## config.mk

```make
export PLATFORM = sky130hd
export DESIGN_NAME = ppm_slot_modulator
export DESIGN_NICKNAME = d
export VERILOG_FILES = /design/src/rtl/ppm_slot_modulator.sv
export SDC_FILE = /design/constraint.sdc
export NUM_CORES = 1
export LEC_CHECK = 0
export ABC_AREA = 1
export BUFFER_PORTS_ARGS = -buffer_cell sky130_fd_sc_hd__buf_2
export CORE_AREA = 2 2 39 41
export CTS_BUF_LIST = sky130_fd_sc_hd__clkbuf_16
export DETAILED_ROUTE_END_ITERATION = 10
export DIE_AREA = 0 0 41 43
export PLACE_DENSITY = 0.77
export SETUP_SLACK_MARGIN = 0.15
export SYNTH_ARGS = -nofsm -noshare
export SYNTH_HDL_FRONTEND = slang
export SYNTH_SLANG_ARGS = --single-unit
```

## constraint.sdc

```tcl
create_clock -name clk -period 2.8 [get_ports clk]
set_clock_uncertainty 0.2 [all_clocks]
set_input_delay 0.14 -clock clk [delete_from_list [all_inputs] [get_ports clk]]
set_output_delay 0.14 -clock clk [all_outputs]
set_load 0.05 [all_outputs]
```

## src/rtl/ppm_slot_modulator.sv

```systemverilog
// 4-PPM slot modulator: one 2-bit symbol per handshake becomes a single pulse in slot 0..3, then guard slots.
// Optional feature: define PPM_PREAMBLE_EN to precede each burst from IDLE with a slot-0/slot-3 preamble frame.
module ppm_slot_modulator #(
  parameter int SLOT_CYCLES  = 4,
  parameter int PULSE_CYCLES = 2,
  parameter int GUARD_SLOTS  = 1
) (
  input  logic       clk,
  input  logic       rst,
  input  logic [1:0] sym_in,
  input  logic       sym_valid,
  output logic       sym_ready,
  output logic       ppm_out,
  output logic       busy,
  output logic       sym_done
);

  localparam int NSLOTS = 4 + GUARD_SLOTS;
  localparam int CW     = $clog2(SLOT_CYCLES);
  localparam int SW     = $clog2(NSLOTS);

  localparam logic [CW-1:0] CYC_LAST   = CW'(SLOT_CYCLES - 1);
  localparam logic [SW-1:0] SLOT_LAST  = SW'(NSLOTS - 1);
  localparam logic [SW-1:0] PRE_SLOT_B = SW'(3);
  localparam logic [CW:0]   PULSE_LIM  = (CW+1)'(PULSE_CYCLES);

  generate
    if (SLOT_CYCLES < 2) begin : g_bad_slot_cycles
      $error("ppm_slot_modulator: SLOT_CYCLES must be >= 2");
    end
    if (PULSE_CYCLES < 1 || PULSE_CYCLES > SLOT_CYCLES) begin : g_bad_pulse_cycles
      $error("ppm_slot_modulator: PULSE_CYCLES must be in 1..SLOT_CYCLES");
    end
    if (GUARD_SLOTS < 0 || GUARD_SLOTS > 15) begin : g_bad_guard_slots
      $error("ppm_slot_modulator: GUARD_SLOTS must be in 0..15");
    end
  endgenerate

  typedef enum logic [1:0] {
`ifdef PPM_PREAMBLE_EN
    PREAMBLE = 2'd2,
`endif
    IDLE     = 2'd0,
    SYM      = 2'd1
  } state_t;

  state_t        state, state_d;
  logic [CW-1:0] cyc_cnt, cyc_d, cyc_adv;
  logic [SW-1:0] slot_idx, slot_d, slot_adv;
  logic [1:0]    sym_q, sym_d;
  logic          accept, frame_last, last_d, in_pulse;
  logic          ppm_d, ready_d, busy_d, done_d;

  assign accept     = sym_valid & sym_ready;
  assign frame_last = (cyc_cnt == CYC_LAST) && (slot_idx == SLOT_LAST);

  // Frame position advance, wrapping both counters at the end of the frame
  always_comb begin
    cyc_adv  = cyc_cnt + CW'(1);
    slot_adv = slot_idx;
    if (cyc_cnt == CYC_LAST) begin
      cyc_adv  = '0;
      slot_adv = frame_last ? '0 : slot_idx + SW'(1);
    end
  end

  always_ff @(posedge clk or posedge rst) begin
    if (rst) begin
      state     <= IDLE;
      cyc_cnt   <= '0;
      slot_idx  <= '0;
      sym_q     <= '0;
      ppm_out   <= 1'b0;
      sym_ready <= 1'b0;
      busy      <= 1'b0;
      sym_done  <= 1'b0;
    end else begin
      state     <= state_d;
      cyc_cnt   <= cyc_d;
      slot_idx  <= slot_d;
      sym_q     <= sym_d;
      ppm_out   <= ppm_d;
      sym_ready <= ready_d;
      busy      <= busy_d;
      sym_done  <= done_d;
    end
  end

  always_comb begin
    state_d = state;
    cyc_d   = cyc_cnt;
    slot_d  = slot_idx;
    sym_d   = sym_q;
    case (state)
      IDLE: begin
        if (accept) begin
`ifdef PPM_PREAMBLE_EN
          state_d = PREAMBLE;
`else
          state_d = SYM;
`endif
          cyc_d  = '0;
          slot_d = '0;
          sym_d  = sym_in;
        end
      end
      SYM: begin
        cyc_d  = cyc_adv;
        slot_d = slot_adv;
        if (frame_last) begin
          if (accept) begin
            state_d = SYM;
            sym_d   = sym_in;
          end else begin
            state_d = IDLE;
          end
        end
      end
`ifdef PPM_PREAMBLE_EN
      PREAMBLE: begin
        cyc_d  = cyc_adv;
        slot_d = slot_adv;
        if (frame_last) state_d = SYM;
      end
`endif
      default: state_d = IDLE;
    endcase
  end

  // Outputs are derived from the next frame position so the registered pulse lands on frame cycle 0
  always_comb begin
    last_d   = (cyc_d == CYC_LAST) && (slot_d == SLOT_LAST);
    in_pulse = {1'b0, cyc_d} < PULSE_LIM;
    ppm_d    = 1'b0;
    ready_d  = 1'b0;
    done_d   = 1'b0;
    busy_d   = 1'b1;
    case (state_d)
      IDLE: begin
        ready_d = 1'b1;
        busy_d  = 1'b0;
      end
      SYM: begin
        ppm_d   = in_pulse && (slot_d == SW'(sym_d));
        ready_d = last_d;
        done_d  = last_d;
      end
`ifdef PPM_PREAMBLE_EN
      PREAMBLE: begin
        ppm_d = in_pulse && ((slot_d == '0) || (slot_d == PRE_SLOT_B));
      end
`endif
      default: busy_d = 1'b0;
    endcase
  end

endmodule

```

==> results of run 1 <==
[logic make-up (layout without fill, tap and decap cells)]
kind of cell | after synthesis | in the layout
fa+ha+maj | 3 | 3
simple gates | 55 | 55
flops | 13 | 13
other cells | 1 | 1
buf+inv | 14 | 27
compound gates | 4 | 4
[worst paths after layout]
kind	end	slack (ns)
setup / recovery	ppm_out	1.02
hold / removal	sym_q[0]	0.03
setup reg to reg	ppm_out	1.02
hold reg to reg	cyc_cnt[0]	0.34
max in group asynchronous	ppm_out	1.79
min in group asynchronous	cyc_cnt[1]	0.27
[through the flow]
stage               std cells  hold slack (ns)
CTS                       119           0.0328
finish                    119           0.0260
detailed placement        114         -0.00648
global route              119           0.0642
floorplan                  90           -0.183
global placement          114          -0.0230
[Yosys cell counts]
master    n
ha_1      3
inv_2     3
nand3_4   1
nor2_4    1
nand3_2   1
dfrtp_1  13
nor2_1    4
nand3_1  18
nor2_2    1
nand2_4   1
o21ai_1   1
nor3_2    1
nor3_1    1
nand2_2   6
inv_1    11
nand2_1  20
o31ai_2   1
o21ai_2   1
conb_1    1
a21oi_1   1
[worst max-delay path, stage by stage (launching register included)]
cell and delay, ns:
dfrtp_1 0.38, ha_1 0.29, inv_1 0.10, a21oi_1 0.20, nand3_1 0.12, nand3_2 0.12
inv_1 0.08, nand2_1 0.07, nand2_1 0.05, nor2_1 0.09
[final cells by class]
class | count | area, um2 | share of cell area
repair buffers | 9 | 50.0 | 0.0563
flip-flops and latches | 13 | 325 | 0.366
clock inverters | 1 | 3.75 | 0.00423
multi-input cells | 63 | 362 | 0.407
inverters | 14 | 52.6 | 0.0592
clock buffers | 3 | 75.1 | 0.0845
well taps | 16 | 20.0 | 0.0225
[routing by layer]
metal,GRT usage,share of wire,vias up
met5,0,0,-
met4,0.0800,0.025,0
met3,0.0628,0.060,5
met2,0.325,0.49,22
met1,0.292,0.42,309
li1,-,-,311
[what timing repair did]
item                                   in CTS  in global routing
endpoints found under the hold margin      13                  0
hold buffers                                1                  0
setup buffers                               0                  0
[sequential cells by signal, indices dropped and copies added (netlist names)]
register,flops
cyc_cnt,2
ppm_out,1
busy,1
sym_done,1
slot_idx,3
state,2
sym_ready,1
sym_q,2
[cells in the final DEF (no fill, tap or decap), drive strengths merged, types with 2 or more instances in the layout]
cell type	count
buf	8
clkbuf	3
dfrtp	13
ha	3
inv	15
nand2	27
nand3	20
nor2	6
nor3	2
o21ai	2
[power breakdown]
group	switching [mW]	internal (mW)	leakage (nW)
Sequential	0.0249	0.218	0.166
Combinational	0.105	0.0489	0.284
Clock	0.0827	0.189	0.0423
Total	0.213	0.456	0.493
==> results by group, run 1 <==
Die
  – Core area: 0.00138 mm2
  – Die Y: 43 um
  – IO Pins: 9
  – Rows: 14
  – Initial core utilization: 0.534
  – Die area: 0.00176 mm2
  – Die width: 41 um

Drt
  – Drt wl/cell: 13.6 um
  – Vias/cell: 5.44
  – Routed WL: 1.62 mm
  – Post-route DRC: 0
  – Via count: 647
  – 1st-pass router iterations: 4
  – Iteration-0 DRC Markers: 30
  – Antenna violation net count after detailed routing: 0

STA
  – Worst-Margin Slew: 0.505 ns
  – RSZ-0062 raised after global routing: false
  – Period utilisation layout: 0.635
  – Final Slew Violations: 0
  – Tmin final: 1.78 ns
  – Final setup viols: 0
  – Max Freq: 562 MHz
  – Worst setup margin: 1.02 ns
  – Hold Vio Cnt, Final: 0
  – Final setup TNS: 0 ns
  – Max_slew headroom: 0.663

Worst setup path
  – Critical path capture point type: register
  – Worst-path fanout max: 6
  – WP data required: 2.77 ns
  – Critical path arrival: 1.75 ns
  – Worst Path Class, Setup: reg2reg
  – R2R cell count: 9
  – Crit path launch type: register
  – Critical path launch point: cyc_cnt[0]
  – Worst r2r src: cyc_cnt[0]

Clock network
  – Clk sinks: 13
  – CTS tree: done
  – CTS buffer count: 3
  – Cts repair resizes: 0
  – Reg clk slew, reported paths: 0.05 ns
  – Clk Latency, worst-skew pair: 0.25 ns
  – Clock tree buffer depth: 2
  – CTS root buf: clkbuf_16
  – H-tree Lvls: 1

Logic synthesis
  – FF+latch count, synth: 13
  – Synthesized area: 739 um2
  – Synth Area in Adders: 0.0508
  – Simple logic cell fraction of the synthesized area: 0.391
  – Cells after Synth: 90
  – Syn Area/Cell: 8.22 um2
  – Synth top area cells: dfrtp_1, nand3_1, nand2_1, inv_1, ha_1
  – Synth unique cells: 20
  – Post-synthesis compound-gate area fraction: 0.0423
  – Syn nets: 98
  – Xor and xnor area share after synthesis: 0
  – Largest family of logic cells by synthesized area: simple AND/OR/NAND/NOR gates
  – Sequential fraction of the synthesis area: 0.440
  – Area leader, netlist: dfrtp_1
  – Yosys warns: 0
  – Post-synth top area share: 0.440
  – Multiplexer share of the synthesized area: 0

Worst hold path
  – Min-delay src: sym_in[0]
  – Hold Path Depth: 5
  – Hold Path Class: in2reg

Final layout
  – Finished Cell Area: 888 um2
  – Layout cell share with drive strength beyond 1: 0.272
  – Util after Layout: 0.642
  – Antenna fix cells: 0
  – Synth-to-layout area growth: 20.1%
  – Nets: 112
  – FILL cells: 119

Placement
  – Detail Placement HPWL: 1.12 mm
  – RePlAce Congestion: 0.878
  – IO buf count: 8
  – Dpl cell area: 800 um2
  – Setup WS pre-CTS: 1.07 ns

GRT
  – Vias in the first global route: 566
  – GRT Resource Usage Total: 0.218
  – GRT overflow: 0
  – Initial antenna violation count: 0
  – Global-route wire length before repair: 2.48 mm
  – Largest net degree at the start of global routing: 14

Power and ir drop
  – Power per cell area: 752 mW/mm2
  – Peak supply drop: 0.387 mV
  – Static Leak: 0.493 nW
  – PnR Total Power: 0.668 mW

Status
  – Status: completed

Job
  – Max-cap violations: 0
(Power assumes the default switching activity.)
==> run 2, diff against run 1 <==
--- a/config.mk
+++ b/config.mk
@@ -7,11 +7,11 @@
 export LEC_CHECK = 0
 export ABC_AREA = 1
 export BUFFER_PORTS_ARGS = -buffer_cell sky130_fd_sc_hd__buf_2
-export CORE_AREA = 2 2 39 41
+export CORE_MARGIN = 2
+export CORE_UTILIZATION = 49
 export CTS_BUF_LIST = sky130_fd_sc_hd__clkbuf_16
 export DETAILED_ROUTE_END_ITERATION = 10
-export DIE_AREA = 0 0 41 43
-export PLACE_DENSITY = 0.77
+export PLACE_DENSITY = 0.72
 export SETUP_SLACK_MARGIN = 0.15
 export SYNTH_ARGS = -nofsm -noshare
 export SYNTH_HDL_FRONTEND = slang
==> constraint.sdc (replaced) <==
create_clock -name clk -period 1.49 [get_ports clk]
set_clock_uncertainty 0.2 [all_clocks]
set_input_delay 0.0745 -clock clk [delete_from_list [all_inputs] [get_ports clk]]
set_output_delay 0.0745 -clock clk [all_outputs]
set_load 0.05 [all_outputs]
==> run 2 against run 1 <==
- the run now ends with hold timing, setup timing left
- worst hold slack lost 0.034 ns
- die area up 4.1%
- clock-buffer cell count unchanged
- flip-flop and latch count stayed put
- final area increased by 20%
- sequential share of layout area is 6.0 points lower
- first-iteration DRC count fell by 10%
==> results by group, run 2 (same netlist as run 1, synthesis figures left out) <==
Status
  – Status: finished, violations left (was completed)
  – Violated checks: hold timing, setup timing

Worst setup path
  – WP data required: 1.47 ns (was 2.77 ns)
  – Worst-path fanout max: 3 (was 6)
  – Worst Path Class, Setup: reg2reg (unchanged)
  – Slowest-stage cell, CP: dfrtp_1 (unchanged)
  – Most frequent CP cell: nand2_4
  – Critical path capture point type: register (unchanged)
  – Largest delay share family, worst path: simple AND/OR/NAND/NOR gates (unchanged)
  – Reg2reg setup slack: -0.10 ns (was 1.02 ns)
  – Worst Path Buf+Inv: 2 (unchanged)
  – Crit path cell chain: inv_2 > ha_4 > nand3_4 > nand2_4 > inv_4 > nand2_4 > nand3_2 > nor2_2 > nand3_1 > nor2_1 (was ha_1 > inv_1 > a21oi_1 > nand3_1 > nand3_2 > inv_1 > nand2_1 > nand2_1 > nor2_1)
  – Maximum single-stage delay on the critical path: 0.41 ns (was 0.38 ns)
  – Crit path launch type: register (unchanged)
  – Critical path arrival: 1.57 ns (was 1.75 ns)

Die
  – IO Pins: 9 (unchanged)
  – Die width: 42.8 um (was 41 um)
  – Initial core utilization: 0.509 (was 0.534)
  – Die Y: 42.8 um (was 43 um)
  – Core area: 0.00145 mm2 (was 0.00138 mm2)
  – Rows: 14 (unchanged)
  – Die area: 0.00184 mm2 (was 0.00176 mm2)

GRT
  – GRT overflow: 0 (unchanged)
  – Vias in the first global route: 676 (was 566)
  – Global-route wire length before repair: 2.90 mm (was 2.48 mm)
  – GRT Resource Usage Total: 0.226 (was 0.218)
  – Initial antenna violation count: 0 (unchanged)
  – Largest net degree at the start of global routing: 14 (unchanged)

Power and ir drop
  – Power per cell area: 1300 mW/mm2 (was 752 mW/mm2)
  – Peak supply drop: 0.954 mV (was 0.387 mV)
  – PnR Total Power: 1.39 mW (was 0.668 mW)
  – Static Leak: 0.556 nW (was 0.493 nW)

Clock network
  – CTS buffer count: 3 (unchanged)
  – Reg clk slew, reported paths: 0.05 ns (about the same)
  – H-tree Lvls: 1 (unchanged)
  – Clk sinks: 13 (unchanged)
  – Clock tree buffer depth: 2 (unchanged)
  – Post-CTS Hold Buffers: 1 (unchanged)
  – CTS tree: done (unchanged)
  – CTS root buf: clkbuf_16 (unchanged)
  – Clk Latency, worst-skew pair: 0.24 ns (was 0.25 ns)

Placement
  – Detail Placement HPWL: 1.21 mm (was 1.12 mm)
  – RePlAce Congestion: 0.791 (was 0.878)
  – Dpl cell area: 871 um2 (was 800 um2)
  – IO buf count: 8 (unchanged)
  – Setup WS pre-CTS: -0.110 ns (was 1.07 ns)

STA
  – RSZ-0062 raised after global routing: true (was false)
  – Hold Vio Cnt, Final: 1 (was 0)
  – Worst setup margin: -0.102 ns (was 1.02 ns)
  – Hold slack: -0.00841 ns (was 0.0260 ns)
  – Final setup viols: 4 (was 0)
  – Max Freq: 628 MHz (was 562 MHz)
  – Tmin final: 1.59 ns (was 1.78 ns)
  – Period utilisation layout: 1.07 (was 0.635)
  – Final Slew Violations: 0 (unchanged)

Drt
  – Via count: 696 (was 647)
  – Drt wl/cell: 14.3 um (was 13.6 um)
  – Vias/cell: 5.40 (was 5.44)
  – Iteration-0 DRC Markers: 27 (was 30)
  – 1st-pass router iterations: 4 (unchanged)
  – Antenna violation net count after detailed routing: 0 (unchanged)
  – Routed WL: 1.84 mm (was 1.62 mm)
  – Post-route DRC: 0 (unchanged)

Final layout
  – FILL cells: 106 (was 119)
  – Most flop-heavy register: slot_idx (unchanged)
  – Max reg flops: 3 (unchanged)
  – Most frequent cells in the layout: nand2_1, nand3_1, dfrtp_1 (unchanged)
  – Layout cell share with drive strength beyond 1: 0.496 (was 0.272)
  – Finished Cell Area: 0.00107 mm2 (was 888 um2)
  – Antenna fix cells: 0 (unchanged)
  – Synth-to-layout area growth: 44.3% (was 20.1%)
  – Commonest non-fill, non-tap cell in the layout: nand2_1 (unchanged)
  – Nets: 122 (was 112)

Worst hold path
  – Hold Path Class: in2reg (unchanged)

Job
  – Max-cap violations: 0 (unchanged)
-- run 2: cell types whose count changed in the layout (fill, tap and decap cells not counted), moves of 2 or more --
cell	delta
buf_4	+9
ha_1	-3
ha_4	+2
inv_1	-4
inv_2	+3
nand2_1	-2
nand2_4	+3
nand3_1	-6
nand3_2	+5
-- run 2: worst paths after layout --
| path | end | from | cells past startpoint |
|---|---|---|---|
| worst max-delay path | ppm_out | slot_idx[0] | 10 |
| min in group asynchronous | state[1] | rst | 3 |
| worst min-delay path | busy | sym_valid | 3 |
| worst max register to register | ppm_out | slot_idx[0] | 10 |
| max in group asynchronous | sym_ready | rst | 3 |
| worst min register to register | cyc_cnt[0] | cyc_cnt[0] | 2 |
-- run 2: final cells by class --
| class | count | area, um2 | share of cell area |
|---|---|---|---|
| clock buffer | 3 | 75.1 | 0.0703 |
| clock inverter | 1 | 3.75 | 0.00352 |
| multi-input combinational | 63 | 458 | 0.429 |
| timing repair buffer | 19 | 129 | 0.121 |
| inverter | 14 | 55.1 | 0.0516 |
| tap | 16 | 20.0 | 0.0188 |
| sequential | 13 | 327 | 0.306 |
-- run 2: routing by layer --
metal  track usage  part of all wire
met3        0.0553             0.057
met5             0                 0
met1         0.259              0.42
met2         0.373              0.51
met4         0.144             0.018
-- run 2: through the flow --
stage	instances	utilization	TNS, ns
after floorplan	90	-	0
after detailed placement	122	0.599	-0.270
final	129	0.734	-0.247
after CTS	128	0.703	-0.135
after global placement	122	0.599	-0.137
after global routing	129	0.734	-0.667
-- run 2: where the power goes --
| group | switching (mW) | internal, mW |
|---|---|---|
| Clock | 0.151 | 0.354 |
| Combinational | 0.253 | 0.171 |
| Sequential | 0.0512 | 0.411 |
-- run 2: repair_timing --
action,CTS,global route
pin swaps,6,6
buffers inserted,1,1
hold endpoints to repair,14,1
endpoints found under the setup margin,7,7
gates resized for setup,14,9
-- run 2: worst register-to-register path: cells and delay by family, from the launching register on --
family | cells | cell delay, ns
flip-flops | 1 | 0.41
adder cells (fa/ha/maj) | 1 | 0.14
AND/OR/NAND/NOR | 7 | 0.64
buffers and inverters | 2 | 0.13
==> run 3, diff against run 2 <==
--- a/config.mk
+++ b/config.mk
@@ -8,10 +8,11 @@
 export ABC_AREA = 1
 export BUFFER_PORTS_ARGS = -buffer_cell sky130_fd_sc_hd__buf_2
 export CORE_MARGIN = 2
-export CORE_UTILIZATION = 49
+export CORE_UTILIZATION = 54
 export CTS_BUF_LIST = sky130_fd_sc_hd__clkbuf_16
 export DETAILED_ROUTE_END_ITERATION = 10
-export PLACE_DENSITY = 0.72
+export PLACE_DENSITY = 0.75
+export RECOVER_POWER = 25
 export SETUP_SLACK_MARGIN = 0.15
 export SYNTH_ARGS = -nofsm -noshare
 export SYNTH_HDL_FRONTEND = slang
==> constraint.sdc (replaced) <==
create_clock -name clk -period 1.7 [get_ports clk]
set_clock_uncertainty 0.2 [all_clocks]
set_input_delay 0.085 -clock clk [delete_from_list [all_inputs] [get_ports clk]]
set_output_delay 0.085 -clock clk [all_outputs]
set_load 0.05 [all_outputs]
==> run 3 against run 2 <==
- register-to-register slack gained 0.15 ns
- clock-buffer cell count is the same
- combinational power shrank 13%
- sequential share of layout area grew 0.97 points
- setup slack gained 0.15 ns
- die area shrank 8.4%
- the flow now finishes without violations
- core utilization grew 7.4 points
- largest cell class unchanged
==> results by group, run 3 (same netlist as run 1, synthesis figures left out) <==
GRT
  – Vias in the first global route: 634 (was 676)
  – GRT overflow: 0 (unchanged)
  – Global-route wire length before repair: 2.68 mm (was 2.90 mm)
  – GRT Resource Usage Total: 0.253 (was 0.226)
  – Largest net degree at the start of global routing: 14 (unchanged)
  – Initial antenna violation count: 0 (unchanged)

STA
  – Tmin final: 1.65 ns (was 1.59 ns)
  – Max Freq: 606 MHz (was 628 MHz)
  – Max_slew headroom: 0.664
  – Final setup TNS: 0 ns (was -0.247 ns)
  – Period utilisation layout: 0.971 (was 1.07)
  – RSZ-0062 raised after global routing: true (unchanged)
  – Worst-Margin Slew: 0.504 ns
  – Hold slack: 0.216 ns (was -0.00841 ns)
  – Final setup viols: 0 (was 4)
  – Hold Vio Cnt, Final: 0 (was 1)
  – Worst setup margin: 0.0494 ns (was -0.102 ns)
  – Final Slew Violations: 0 (unchanged)

Final layout
  – Nets: 122 (unchanged)
  – Commonest non-fill, non-tap cell in the layout: nand2_1 (unchanged)
  – Util after Layout: 0.808 (was 0.734)
  – Layout cell share with drive strength beyond 1: 0.425 (was 0.496)
  – Finished Cell Area: 0.00104 mm2 (was 0.00107 mm2)
  – Synth-to-layout area growth: 40.4% (was 44.3%)
  – FILL cells: 79 (was 106)
  – Max reg flops: 3 (unchanged)
  – Antenna fix cells: 0 (unchanged)
  – Most flop-heavy register: slot_idx (unchanged)
  – Layout Cells excl Fill: 128 (was 129)
  – Most frequent cells in the layout: nand2_1, nand3_1, dfrtp_1 (unchanged)

Power and ir drop
  – Clk pwr share: 0.358 (was 0.363)
  – PnR Total Power: 1.20 mW (was 1.39 mW)
  – Combinational power share: 0.305 (about the same)
  – Sequential share of power: 0.337 (was 0.332)
  – Power per cell area: 1150 mW/mm2 (was 1300 mW/mm2)
  – Static Leak: 0.550 nW (was 0.556 nW)
  – Switching power: 0.384 mW (was 0.455 mW)
  – Cell internal pwr: 0.816 mW (was 0.935 mW)
  – Sw frac: 0.320 (was 0.327)
  – Peak supply drop: 0.929 mV (was 0.954 mV)

Clock network
  – Clock tree buffer depth: 2 (unchanged)
  – Reg clk slew, reported paths: 0.04 ns (was 0.05 ns)
  – Clk Latency, worst-skew pair: 0.24 ns (about the same)
  – H-tree Lvls: 1 (unchanged)
  – CTS root buf: clkbuf_16 (unchanged)
  – CTS buffer count: 3 (unchanged)
  – CTS tree: done (unchanged)
  – Clk sinks: 13 (unchanged)

Worst setup path
  – Largest delay share family, worst path: simple AND/OR/NAND/NOR gates (unchanged)
  – Critical path capture point type: register (unchanged)
  – WP data required: 1.66 ns (was 1.47 ns)
  – Worst Path Buf+Inv: 2 (unchanged)
  – Slowest-stage cell, CP: dfrtp_1 (unchanged)
  – Worst-path fanout max: 3 (unchanged)
  – Crit path launch type: register (unchanged)
  – Maximum single-stage delay on the critical path: 0.41 ns (about the same)
  – Critical path arrival: 1.61 ns (was 1.57 ns)
  – Crit path cell chain: inv_2 > ha_4 > nand3_4 > nand2_4 > inv_4 > o21ai_2 > nand2_1 > nand2_1 > nand2_1 > nor2_1 (was inv_2 > ha_4 > nand3_4 > nand2_4 > inv_4 > nand2_4 > nand3_2 > nor2_2 > nand3_1 > nor2_1)
  – Worst Path Class, Setup: reg2reg (unchanged)
  – Most frequent CP cell: nand2_1 (was nand2_4)

Drt
  – Via count: 700 (was 696)
  – 1st-pass router iterations: 4 (unchanged)
  – Drt wl/cell: 15.1 um (was 14.3 um)
  – Routed WL: 1.93 mm (was 1.84 mm)
  – Vias/cell: 5.47 (was 5.40)
  – Post-route DRC: 0 (unchanged)
  – Iteration-0 DRC Markers: 20 (was 27)
  – Antenna violation net count after detailed routing: 0 (unchanged)

Die
  – Core area: 0.00128 mm2 (was 0.00145 mm2)
  – IO Pins: 9 (unchanged)
  – Die width: 41.0 um (was 42.8 um)
  – Die area: 0.00168 mm2 (was 0.00184 mm2)
  – Die Y: 41.0 um (was 42.8 um)
  – Initial core utilization: 0.575 (was 0.509)
  – Rows: 13 (was 14)

Worst hold path
  – Hold Path Class: in2reg (unchanged)

Placement
  – IO buf count: 8 (unchanged)
  – Setup WS pre-CTS: -0.0334 ns (was -0.110 ns)
  – Placed cells: 115 (was 122)
  – Dpl cell area: 815 um2 (was 871 um2)
  – Detail Placement HPWL: 1.16 mm (was 1.21 mm)
  – RePlAce Congestion: 0.803 (was 0.791)

Status
  – Status: completed (was finished, violations left)

Job
  – Max-cap violations: 0 (unchanged)
[run 3: cell types whose count changed in the layout (fill, tap and decap cells not counted)]
cell	delta
dlygate4sd3_1	+2
nand2_1	+2
inv_1	+1
inv_2	-1
nand2_4	-1
buf_6	-1
nand3_1	+4
dfrtp_1	-1
buf_4	-1
nand3_2	-4
nand2_2	-1
dfrtp_2	+1
[run 3: cell type report]
type | instances | area [um2] | area share
Multi-Input combinational cell | 63 | 428 | 0.412
Sequential cell | 13 | 328 | 0.316
Timing Repair Buffer | 19 | 130 | 0.125
Clock buffer | 3 | 75.1 | 0.0723
Inverter | 14 | 55.1 | 0.0530
Tap cell | 15 | 18.8 | 0.0181
Clock inverter | 1 | 3.75 | 0.00361
[run 3: what timing repair did]
item                                    CTS  global route
resized for setup                         9             9
setup buffers                             3             3
endpoints found under the setup margin    3             5
endpoints found under the hold margin    15             0
hold buffers                              3             0
pin swaps                                 5             3
[run 3: worst min-delay path, cell delays in order]
cell,delay [ns]
buf_2,0.08
nand3_1,0.06
nand2_1,0.07
nand3_1,0.10
nand2_1,0.11
buf_4,0.11
[run 3: path summary, 6_finish.rpt]
path | slack (ns) | from | cells after the start | endpoint
max | 0.05 | slot_idx[0] | 10 | ppm_out
min | 0.22 | sym_in[1] | 6 | sym_q[1]
max reg2reg | 0.05 | slot_idx[0] | 10 | ppm_out
min reg2reg | 0.36 | sym_q[0] | 4 | sym_q[0]
max in group asynchronous | 0.69 | rst | 3 | state[1]
min in group asynchronous | 0.24 | rst | 3 | state[0]
[run 3: routing by layer]
metal / routed length, um / vias to the layer above / track usage
li1: - / 334 / -
met1: 877 / 338 / 0.305
met2: 958 / 26 / 0.422
met3: 81 / 2 / 0.0543
met4: 12 / 0 / 0.117
met5: 0 / - / 0
[run 3: power groups by stage]
stage	clock, mW	combinational (mW)	sequential, mW
5_1_grt	0.442	0.396	0.411
4_1_cts	0.430	0.307	0.402
3_3_place_gp	0	0.253	0.398
6_report	0.429	0.366	0.404
2_1_floorplan	0	0.159	0.433
3_5_place_dp	0	0.264	0.402
